<file path="src/rtl/crack_pkg.sv">
// Shared types and constants for the ARC4 key-search controller.
// Latency: n/a (declarations only).
// Backpressure: n/a.
//
// Contents: FSM state encoding, printable-ASCII bounds, printability helper.
package crack_pkg;

  typedef enum logic [2:0] {
    IDLE   = 3'd0,
    LAUNCH = 3'd1,
    ARM    = 3'd2,
    RUN    = 3'd3,
    CHECK  = 3'd4
  } crack_state_t;

  localparam logic [7:0] PRINT_LO = 8'h20;
  localparam logic [7:0] PRINT_HI = 8'h7E;

  function automatic logic is_printable(input logic [7:0] b);
    return (b >= PRINT_LO) && (b <= PRINT_HI);
  endfunction

endpackage

</file>
<file path="src/rtl/crack_sched_pt_filter.sv">
// Plaintext snoop filter: flags a candidate as bad on any non-printable message byte.
// Latency: a write seen in cycle n is reflected in bad from cycle n+1.
// Backpressure: none; purely observes the arc4 write port, never stalls it.
//
// Ports:
//   clk, rst          clock, async active-high reset
//   clr               synchronous clear of bad (wins over a same-cycle hit)
//   snoop             qualify the write port; writes outside a run are ignored
//   wren/addr/wrdata  snooped arc4 plaintext write port
//   bad               sticky flag, set by a non-printable byte at address >= 1
module pt_filter
  import crack_pkg::*;
(
  input  logic       clk,
  input  logic       rst,
  input  logic       clr,
  input  logic       snoop,
  input  logic       wren,
  input  logic [7:0] addr,
  input  logic [7:0] wrdata,
  output logic       bad
);

  logic hit;

  // Address 0 holds the message length, which is binary and never checked.
  assign hit = snoop && wren && (addr != 8'h00) && !is_printable(wrdata);

  always_ff @(posedge clk or posedge rst) begin
    if (rst) begin
      bad <= 1'b0;
    end else if (clr) begin
      bad <= 1'b0;
    end else if (hit) begin
      bad <= 1'b1;
    end
  end

endmodule

</file>
<file path="src/rtl/crack_sched.sv">
// Key-search controller: runs one arc4 core per candidate key until a printable plaintext is seen.
// Latency: en to first a4_en >= 1 cycle; per candidate 3 cycles (LAUNCH, ARM, CHECK) plus the arc4 run.
// Backpressure: waits in LAUNCH for a4_rdy; en accepted only while rdy; stop honoured after the current run.
//
// Ports:
//   clk, rst                       clock, async active-high reset
//   en / rdy                       start handshake with top-level control (rdy high only in IDLE)
//   stop                           early-termination request, latched while searching
//   key / key_valid                result of the last search, held until the next accepted en
//   a4_en / a4_rdy / a4_key        arc4 start pulse, arc4 ready, candidate key (stable during a run)
//   a4_pt_wren/addr/wrdata         snooped arc4 plaintext write port
module crack_sched
  import crack_pkg::*;
#(
  parameter int              KEY_W     = 24,
  parameter logic [KEY_W-1:0] KEY_FIRST = '0,
  parameter logic [KEY_W-1:0] KEY_LAST  = '1,
  parameter int              KEY_STEP  = 1
) (
  input  logic             clk,
  input  logic             rst,
  input  logic             en,
  output logic             rdy,
  input  logic             stop,
  output logic [KEY_W-1:0] key,
  output logic             key_valid,
  output logic             a4_en,
  input  logic             a4_rdy,
  output logic [KEY_W-1:0] a4_key,
  input  logic             a4_pt_wren,
  input  logic [7:0]       a4_pt_addr,
  input  logic [7:0]       a4_pt_wrdata
);

  localparam logic [KEY_W-1:0] STEP = KEY_W'(KEY_STEP);

  crack_state_t state, state_nxt;

  logic bad;
  logic stop_q;
  logic stop_any;
  logic exhausted;

  // Decoded actions from the output process.
  logic bad_clr;
  logic snoop;
  logic start_acc;
  logic found;
  logic advance;

  // A stop arriving in the CHECK cycle itself is honoured as well as a latched one.
  assign stop_any = stop_q | stop;

  // Distance to the last key, unsigned at KEY_W bits; a4_key never passes KEY_LAST,
  // so this cannot underflow and the key cannot wrap.
  assign exhausted = (KEY_LAST - a4_key) < STEP;

  pt_filter u_pt_filter (
    .clk    (clk),
    .rst    (rst),
    .clr    (bad_clr),
    .snoop  (snoop),
    .wren   (a4_pt_wren),
    .addr   (a4_pt_addr),
    .wrdata (a4_pt_wrdata),
    .bad    (bad)
  );

  // State register.
  always_ff @(posedge clk or posedge rst) begin
    if (rst) begin
      state <= IDLE;
    end else begin
      state <= state_nxt;
    end
  end

  // Next-state logic.
  always_comb begin
    state_nxt = state;
    unique case (state)
      IDLE:    if (en) state_nxt = LAUNCH;
      LAUNCH:  if (a4_rdy) state_nxt = ARM;
      // The core may still report ready the cycle after a4_en, so ARM never samples it.
      ARM:     state_nxt = RUN;
      RUN:     if (a4_rdy) state_nxt = CHECK;
      CHECK: begin
        if (!bad || stop_any || exhausted) begin
          state_nxt = IDLE;
        end else begin
          state_nxt = LAUNCH;
        end
      end
      default: state_nxt = IDLE;
    endcase
  end

  // Output / action decode.
  always_comb begin
    rdy       = 1'b0;
    a4_en     = 1'b0;
    bad_clr   = 1'b0;
    snoop     = 1'b0;
    start_acc = 1'b0;
    found     = 1'b0;
    advance   = 1'b0;
    unique case (state)
      IDLE: begin
        rdy       = 1'b1;
        start_acc = en;
      end
      LAUNCH: begin
        a4_en   = a4_rdy;
        bad_clr = 1'b1;
      end
      ARM, RUN: begin
        snoop = 1'b1;
      end
      CHECK: begin
        // A found key takes priority over stop and exhaustion.
        found   = !bad;
        advance = bad && !stop_any && !exhausted;
      end
      default: ;
    endcase
  end

  // Datapath: candidate key, result, latched stop.
  always_ff @(posedge clk or posedge rst) begin
    if (rst) begin
      a4_key    <= KEY_FIRST;
      key       <= '0;
      key_valid <= 1'b0;
      stop_q    <= 1'b0;
    end else begin
      if (start_acc) begin
        a4_key    <= KEY_FIRST;
        key_valid <= 1'b0;
        stop_q    <= 1'b0;
      end else begin
        if (stop) begin
          stop_q <= 1'b1;
        end
        if (advance) begin
          a4_key <= a4_key + STEP;
        end
        if (found) begin
          key       <= a4_key;
          key_valid <= 1'b1;
        end
      end
    end
  end

endmodule

</file>
<file path="config.mk">
export PLATFORM = sky130hd
export DESIGN_NAME = crack_sched
export DESIGN_NICKNAME = d
export VERILOG_FILES = /design/src/rtl/crack_pkg.sv /design/src/rtl/crack_sched_pt_filter.sv /design/src/rtl/crack_sched.sv
export SDC_FILE = /design/constraint.sdc
export NUM_CORES = 1
export LEC_CHECK = 0
export CELL_PAD_IN_SITES_DETAIL_PLACEMENT = 2
export CELL_PAD_IN_SITES_GLOBAL_PLACEMENT = 2
export CORE_MARGIN = 2
export CORE_UTILIZATION = 25
export DETAILED_ROUTE_END_ITERATION = 6
export PLACE_DENSITY_LB_ADDON = 0.1
export SETUP_SLACK_MARGIN = 0.2
export SYNTH_ARGS = -nofsm -noshare
export SYNTH_HDL_FRONTEND = slang
export SYNTH_HIERARCHICAL = 1
export SYNTH_SLANG_ARGS = --single-unit
</file>
<file path="constraint.sdc">
create_clock -name clk -period 5.15 [get_ports clk]
set_input_delay 1.545 -clock clk [delete_from_list [all_inputs] [get_ports clk]]
set_output_delay 1.545 -clock clk [all_outputs]
set_load 0.01 [all_outputs]
</file>
==> results of run 1 <==
sequential cells by signal, summed over array words and instances (netlist names):
register         count
state                3
key_valid            1
stop_q               1
key                 24
u_pt_filter/bad      1
a4_key              24
logic make-up after synthesis:
| group | synth area share [%] |
|---|---|
| fa+ha+maj | 0.466 |
| mux | 11.6 |
| buf+inv | 3.78 |
| flops | 50.4 |
| xor+xnor | 2.29 |
| simple gates | 23.2 |
| compound gates | 8.26 |
how the worst max path moves through the flow:
stage / start / end / slack [ns] / depth (start not counted)
3_3_place_gp: a4_rdy / a4_en / 0.87 / 4
3_5_place_dp: a4_rdy / a4_en / 0.86 / 4
6_report: a4_rdy / a4_en / 0.87 / 4
5_1_grt: a4_rdy / a4_en / 0.82 / 4
4_1_cts: a4_rdy / a4_en / 0.85 / 4
2_1_floorplan: a4_rdy / a4_en / 1.87 / 2
metal layers:
| layer | vias up | share of wire (%) | routed length [um] | GRT usage, % |
|---|---|---|---|---|
| met2 | 41 | 51 | 3970 | 24.8 |
| li1 | 1035 | - | - | - |
| met4 | 0 | 1.4 | 112 | 3.85 |
| met3 | 10 | 2.8 | 217 | 2.54 |
| met5 | - | 0 | 0 | 0 |
| met1 | 1157 | 45 | 3480 | 18.4 |
cell type report:
class	count	area [sq um]	share of cell area, %
clock buffers	5	68.8	1.90
clock inverters	3	43.8	1.21
inverters	7	26.3	0.724
multi-input cells	172	1230	34.0
flip-flops and latches	54	1350	37.2
well taps	136	170	4.69
repair buffers	74	736	20.3
metrics by stage:
step / std cells / setup slack (ns)
global route: 451 / 0.816
global placement: 443 / 0.871
floorplan: 245 / 1.87
finish: 451 / 0.869
detailed placement: 443 / 0.856
CTS: 451 / 0.854
critical path, cell delays in order:
cell and delay, ns:
clkdlybuf4s50_1 0.51, nand2_1 0.06, nor2_1 0.08, clkdlybuf4s50_1 0.54
power groups by stage:
stage | clock network (mW) | logic [mW] | registers, mW
global route | 0.330 | 0.192 | 0.483
finish | 0.296 | 0.169 | 0.477
CTS | 0.314 | 0.174 | 0.478
floorplan | 0 | 0.105 | 0.475
global placement | 0 | 0.171 | 0.487
detailed placement | 0 | 0.174 | 0.487
cell usage in the layout, fill, tap and decap left out, drive strengths merged, types with 5 or more instances in the layout:
cell / synthesis / routed
a21oi: 12 / 12
and3: 6 / 6
clkbuf: 5 / 5
clkdlybuf4s50: 0 / 72
dfrtp: 54 / 54
inv: 7 / 8
mux2: 25 / 25
nand2: 21 / 21
nand3: 12 / 12
nand4: 12 / 12
nor2: 15 / 15
nor4: 6 / 6
o21ai: 7 / 7
or4: 6 / 6
xnor2: 5 / 5
==> results, run 1 <==
- After detailed routing, the number of vias per cell comes to 4.97.
- Ranked by total cell area, the synthesized netlist is headed by dfrtp_1, mux2_2, nand2_1, nand4_1, a21oi_1.
- The share of flip-flops with an asynchronous set or reset is 100%.
- The type of element launching the critical path is a primary input.
- The worst setup path is captured at an output pin.
- The number of vias after detailed routing is 2243.
- The power per cell area is 260 mW/mm^2.
- Dividing the synthesized area by the synthesized cell count gives 10.9 sq um.
- Dividing the detail-routed wire length by the instance count gives 17.2 um.
- After detailed placement, the total cell area comes to 0.00352 sq mm.
- The max-slew violation count is 0.
- The number of fillers in the final layout is 1161.
- Input and output buffers added on the ports amount to 72.
- Setup repair after global routing left no endpoint under its margin.
- The number of placement rows is 37.
- The count of nets left with antenna violations after detail routing is 0.
- The number of DRC violations after detailed routing is 0.
- The first TritonRoute pass finished after 3 iterations.
- The number of levels the H-tree was split into is 2.
- Of the total power, combinational logic draws 18.0%.
- The total overflow left after global routing is 0.
- The count of final setup violators is 0.
- The largest driver fanout on the critical path is 4.
- Based on the critical path, the design can be clocked at up to 234 MHz.
- The critical register-to-register path endpoint is a4_key[21].
- The aggregate global-route resource usage is 14.3%.
- The critical hold path startpoint is key_valid.
- The most common cell in the synthesized netlist is dfrtp_1.
- The setup TNS after final layout is 0 ns.
- For hold timing, the worst endpoint is key_valid.
- The final setup skew is 0.0102 ns.
- The minimum period implied by the final worst setup slack is 4.28 ns.
- Once layout is done, the placed cells without fillers occupy 0.00363 sq mm.
- The number of nets in the final layout is 337.
- The number of unique standard cell types used by synthesis is 46.
- The kind of critical path is primary input to output pin.
- Summing the sequential cell areas from Yosys gives 50.4% of the chip area.
- Measured on the finished design, the core utilization comes to 35.0%.
- The total number of yosys warnings is 6.
- The region available for standard cell placement spans 0.0104 sq mm.
- The later pin in the worst-skew pair is clocked with a latency of 0.31 ns.
- The y dimension of the die is 108 um.
- The area share of the largest cell type after synthesis is 50.4%.
- STA puts the critical path data arrival time at 2.74 ns.
- In this run, flip-flops and latches consume 50.6% of the power.
- After synthesis the netlist holds a flip-flop and latch count of 54.
- Once the clock tree was built, the setup fixing pass inserted 0 buffers.
- The path depth of the worst reg2reg path is 5.
- The first global-routing pass estimated 12.8 mm of wire.
- Across all hold checks on the routed design, the worst slack comes to 0.495 ns.
- The switching share of power is 28.3%.
- The cts-stage hold buffer count is 0.
- Among all flip-flop cells after synthesis, the most frequent one is dfrtp_1.
- The TritonCTS clock tree is yes.
- The worst vdd rail ir drop is 0.149 mV.
- The largest net degree at the start of global routing is 40.
- The reg-to-reg critical path startpoint is a4_key[2].
- The number of nets handed over by synthesis was 268.
- The die outline area is 0.0116 sq mm.
- The die is 108 um wide.
- The slack of the worst reg-to-reg path is 2.78 ns.
- For this block, the initial DRC count from the detailed router was 28.
- Cell internal power was estimated by the tool at 675 uW.
- Along the worst hold path, the cell count comes to 1.
- The detailed placer's ending HPWL is 5.54 mm.
- The layout cell share with drive strength beyond 1 is 14.9%.
- Of the available clock period, the critical path in the final layout requires 83.1%.
- Headroom to the max-slew limit came out at 36.5%.
- 0 antenna diodes ended up in the layout.
- The area growth from synthesis to layout is 35.3%.
- The clock passes through at most 2 buffers.
- After clock tree synthesis, the repair step resized 0 gates.
- The flow ran to the end, and the final reports show no timing, DRC or antenna violations.
- The initial antenna violation count is 0.
- The post-synthesis instance total is 245.
- The transition time at the pin with the least slew margin is 0.953 ns.
- The required time of the critical path is 3.61 ns.
- The via count of the first global-routing pass is 2467.
- At the end of routability-driven placement, the weighted congestion stood at 0.716.
- The number of max-capacitance violations reported is 0.
- The clock tree root buffer cell is clkbuf_8.
- The net switching power figure is 267 uW.
- In this run the worst hold path is classified as register to register.
- The top cell type by total area after synthesis is dfrtp_1.
- The mapped netlist covers 0.00268 sq mm.
- The initial core utilization is 25.9%.
- The total power is 942 uW.
- Clock-pin slew was measured on the worst setup and hold paths at 0.11 ns.
- The synthesized design contains 0 enable-type register cells.
- The sum of routed wire length over all layers is 7.78 mm.
- The boundary pin count is 73.
- The share of total power in the clock network is 31.4%.
- The number of hold-slack violations in the final timing report was 0.
- By count the netlist is led by dfrtp_1, mux2_2, nand2_1.
- For this design the static power due to leakage is 1.55 nW.
- The number of CTS-inserted buffers is 5.
- The clock sink count is 54.
(Power assumes the default switching activity.)
==> run 2: changes to the inputs <==
==> constraint.sdc (replaced) <==
create_clock -name clk -period 3.6 [get_ports clk]
set_input_delay 1.08 -clock clk [delete_from_list [all_inputs] [get_ports clk]]
set_output_delay 1.08 -clock clk [all_outputs]
set_load 0.01 [all_outputs]
==> results, run 2 (synthesized netlist as in run 1, its figures left out) <==
- The final setup skew is 0.0113 ns.
- The class of the worst hold path is register to register.
- The TritonCTS clock tree is yes.
- The tool flagged a number of max-cap violations equal to 0.
- The worst setup path is launched from a primary input.
- The headroom to the max-slew limit is 40.5%.
- The largest net degree at the start of global routing is 34.
- Leaving out fill and tap cells, the most frequent cell in the layout is clkdlybuf4s50_1.
- The number of hold-slack violations in the final timing report is 0.
- The maximum root-to-sink buffer count is 2.
- The number of levels the H-tree was split into is 2.
- The count of input and output buffers is 72.
- The type of destination of the critical path is a register.
- The largest registers in the layout are a4_key: 24 flops, key: 24 flops, state: 3 flops.
- Setup repair after global routing left no endpoint under its margin.
- The power per cell area is 349 mW/mm^2.
- The wire length of the first global-routing pass is 13.3 mm.
- Global routing consumed, on the met3 layer, 2.24% of the routing resources.
- For the pin with the worst max-slew slack, the measured transition is 0.893 ns.
- At the later pin of the worst-skew pair, clock insertion delay measures 0.30 ns.
- Of all nets on the critical path, the largest fanout is 22.
- The layout cell share with drive strength beyond 1 is 14.9%.
- The slack of the worst reg-to-reg path is 1.10 ns.
- The count of final setup violators is 0.
- The number of vias per cell after detailed routing is 4.93.
- The via count of the first global-routing pass was 2458.
- The worst path uses 82.9% of the clock period.
- For this design, the sink count on the clock tree is 54.
- The minimum period implied by the final worst setup slack is 2.98 ns.
- The total overflow left after global routing is 0.
- The post-detailed-route wirelength per cell is 17.3 um.
- The highest clock frequency the design can meet is 335 MHz.
- The sum of routed wire length over all layers is 7.81 mm.
- The boundary pin count is 73.
- The y dimension of the die is 108 um.
- The leakage power figure is 1.56 nW.
- The detail route stage leaves a number of antenna-violating nets equal to 0.
- The initial core utilization is 25.9%.
- For this run, the total global-route usage over all layers was measured as 14.5%.
- The floorplan has 37 rows.
- The run finished with clean final reports.
- The most congested layer reported by global routing is met2.
- In the routed design, unresolved DRC markers number 0.
- The path depth of the worst reg2reg path is 6.
- IR analysis of the VDD net gives a maximum drop of 0.234 mV.
- In this run the worst setup path terminates at a4_key[12].
- Hold repair after CTS inserted 0 buffers.
- The max-slew violation count is 0.
- The initial antenna violation count is 0.
- Data arrives at the worst endpoint at 3.20 ns.
- In the layout the commonest cells are clkdlybuf4s50_1, dfrtp_1, mux2_2.
- The worst slack on hold paths is 0.489 ns.
- The detailed router finished its first iteration with 35 violations.
- 0 antenna diodes ended up in the layout.
- The clock tree root buffer cell is clkbuf_8.
- In the final design database the tool counted 339 nets.
- The x dimension of the die is 108 um.
- The required time of the critical path is 3.82 ns.
- By startpoint and endpoint, the worst setup path is classified as primary input to register.
- Detailed placement ended at an HPWL of 5.64 mm.
- The area growth from synthesis to layout is 35.2%.
- The number of vias after detailed routing is 2230.
- The beginning of the critical path is stop.
- The critical register-to-register path endpoint is a4_key[12].
- Routability-driven placement finished with a final weighted congestion of 0.757.
- The global routing usage on met1 is 19.9%.
- The setup TNS after final layout is 0 ns.
- The clock-pin slew on the worst setup and hold paths is 0.10 ns.
- The number of CTS-inserted buffers is 5.
- The detailed-router iteration count before antenna repair is 4.
- The met2 global-route usage is 24.8%.
- In this run the critical register-to-register path is launched from a4_key[0].
- The core box area is 0.0104 sq mm.
- The die covers 0.0116 sq mm.
==> run 2: metal layers <==
layer  wire, um  vias to the layer above
met5          0                        -
met1       3730                     1158
met4         36                        0
met3        187                        2
li1           -                     1035
met2       3860                       35
==> run 2: cell type report <==
class | count | area, sq um
fillers | 1156 | 6740
inverters | 7 | 26.3
flip-flops and latches | 54 | 1350
well taps | 136 | 170
clock buffers | 6 | 72.6
clock inverters | 1 | 7.51
multi-input cells | 172 | 1230
repair buffers | 76 | 766
==> run 2: report_power, final <==
part	internal [mW]	leakage (nW)	switching, mW	total (mW)
clock network	0.134	0.0373	0.205	0.340
logic	0.118	0.775	0.127	0.244
registers	0.641	0.744	0.0416	0.683
total	0.893	1.56	0.374	1.27
==> run 2: how the worst min path moves through the flow <==
stage              start        end  slack [ns]  cells after the start
3_5_place_dp   key_valid  key_valid        0.47                      1
4_1_cts        key_valid  key_valid        0.49                      1
3_3_place_gp   key_valid  key_valid        0.47                      1
2_1_floorplan     stop_q     stop_q        0.46                      2
6_report       key_valid  key_valid        0.49                      1
5_1_grt        key_valid  key_valid        0.52                      1
==> run 2: worst max-delay path: stages <==
cell	delay, ns
clkdlybuf4s50_1	0.42
nor3b_1	0.30
nand2_1	0.20
a21o_1	0.45
or4_1	0.57
a21oi_1	0.17
==> run 2: through the flow <==
step           instance area [sq um]  power, mW  std cells  util [%]  worst slack, ns
5_1_grt                         3630       1.35        452      35.0            0.460
4_1_cts                         3620       1.30        452      34.9            0.234
3_5_place_dp                    3540      0.948        445      34.2            0.235
2_1_floorplan                   2680      0.830        245         -             1.20
3_3_place_gp                    3540      0.941        445      34.2            0.248
6_report                        3630       1.27        452      35.0            0.616
==> run 2: timing repair <==
action / CTS / global route
setup endpoints to repair: 0 / 1
resized for setup: 0 / 1
buffers inserted: 0 / 0
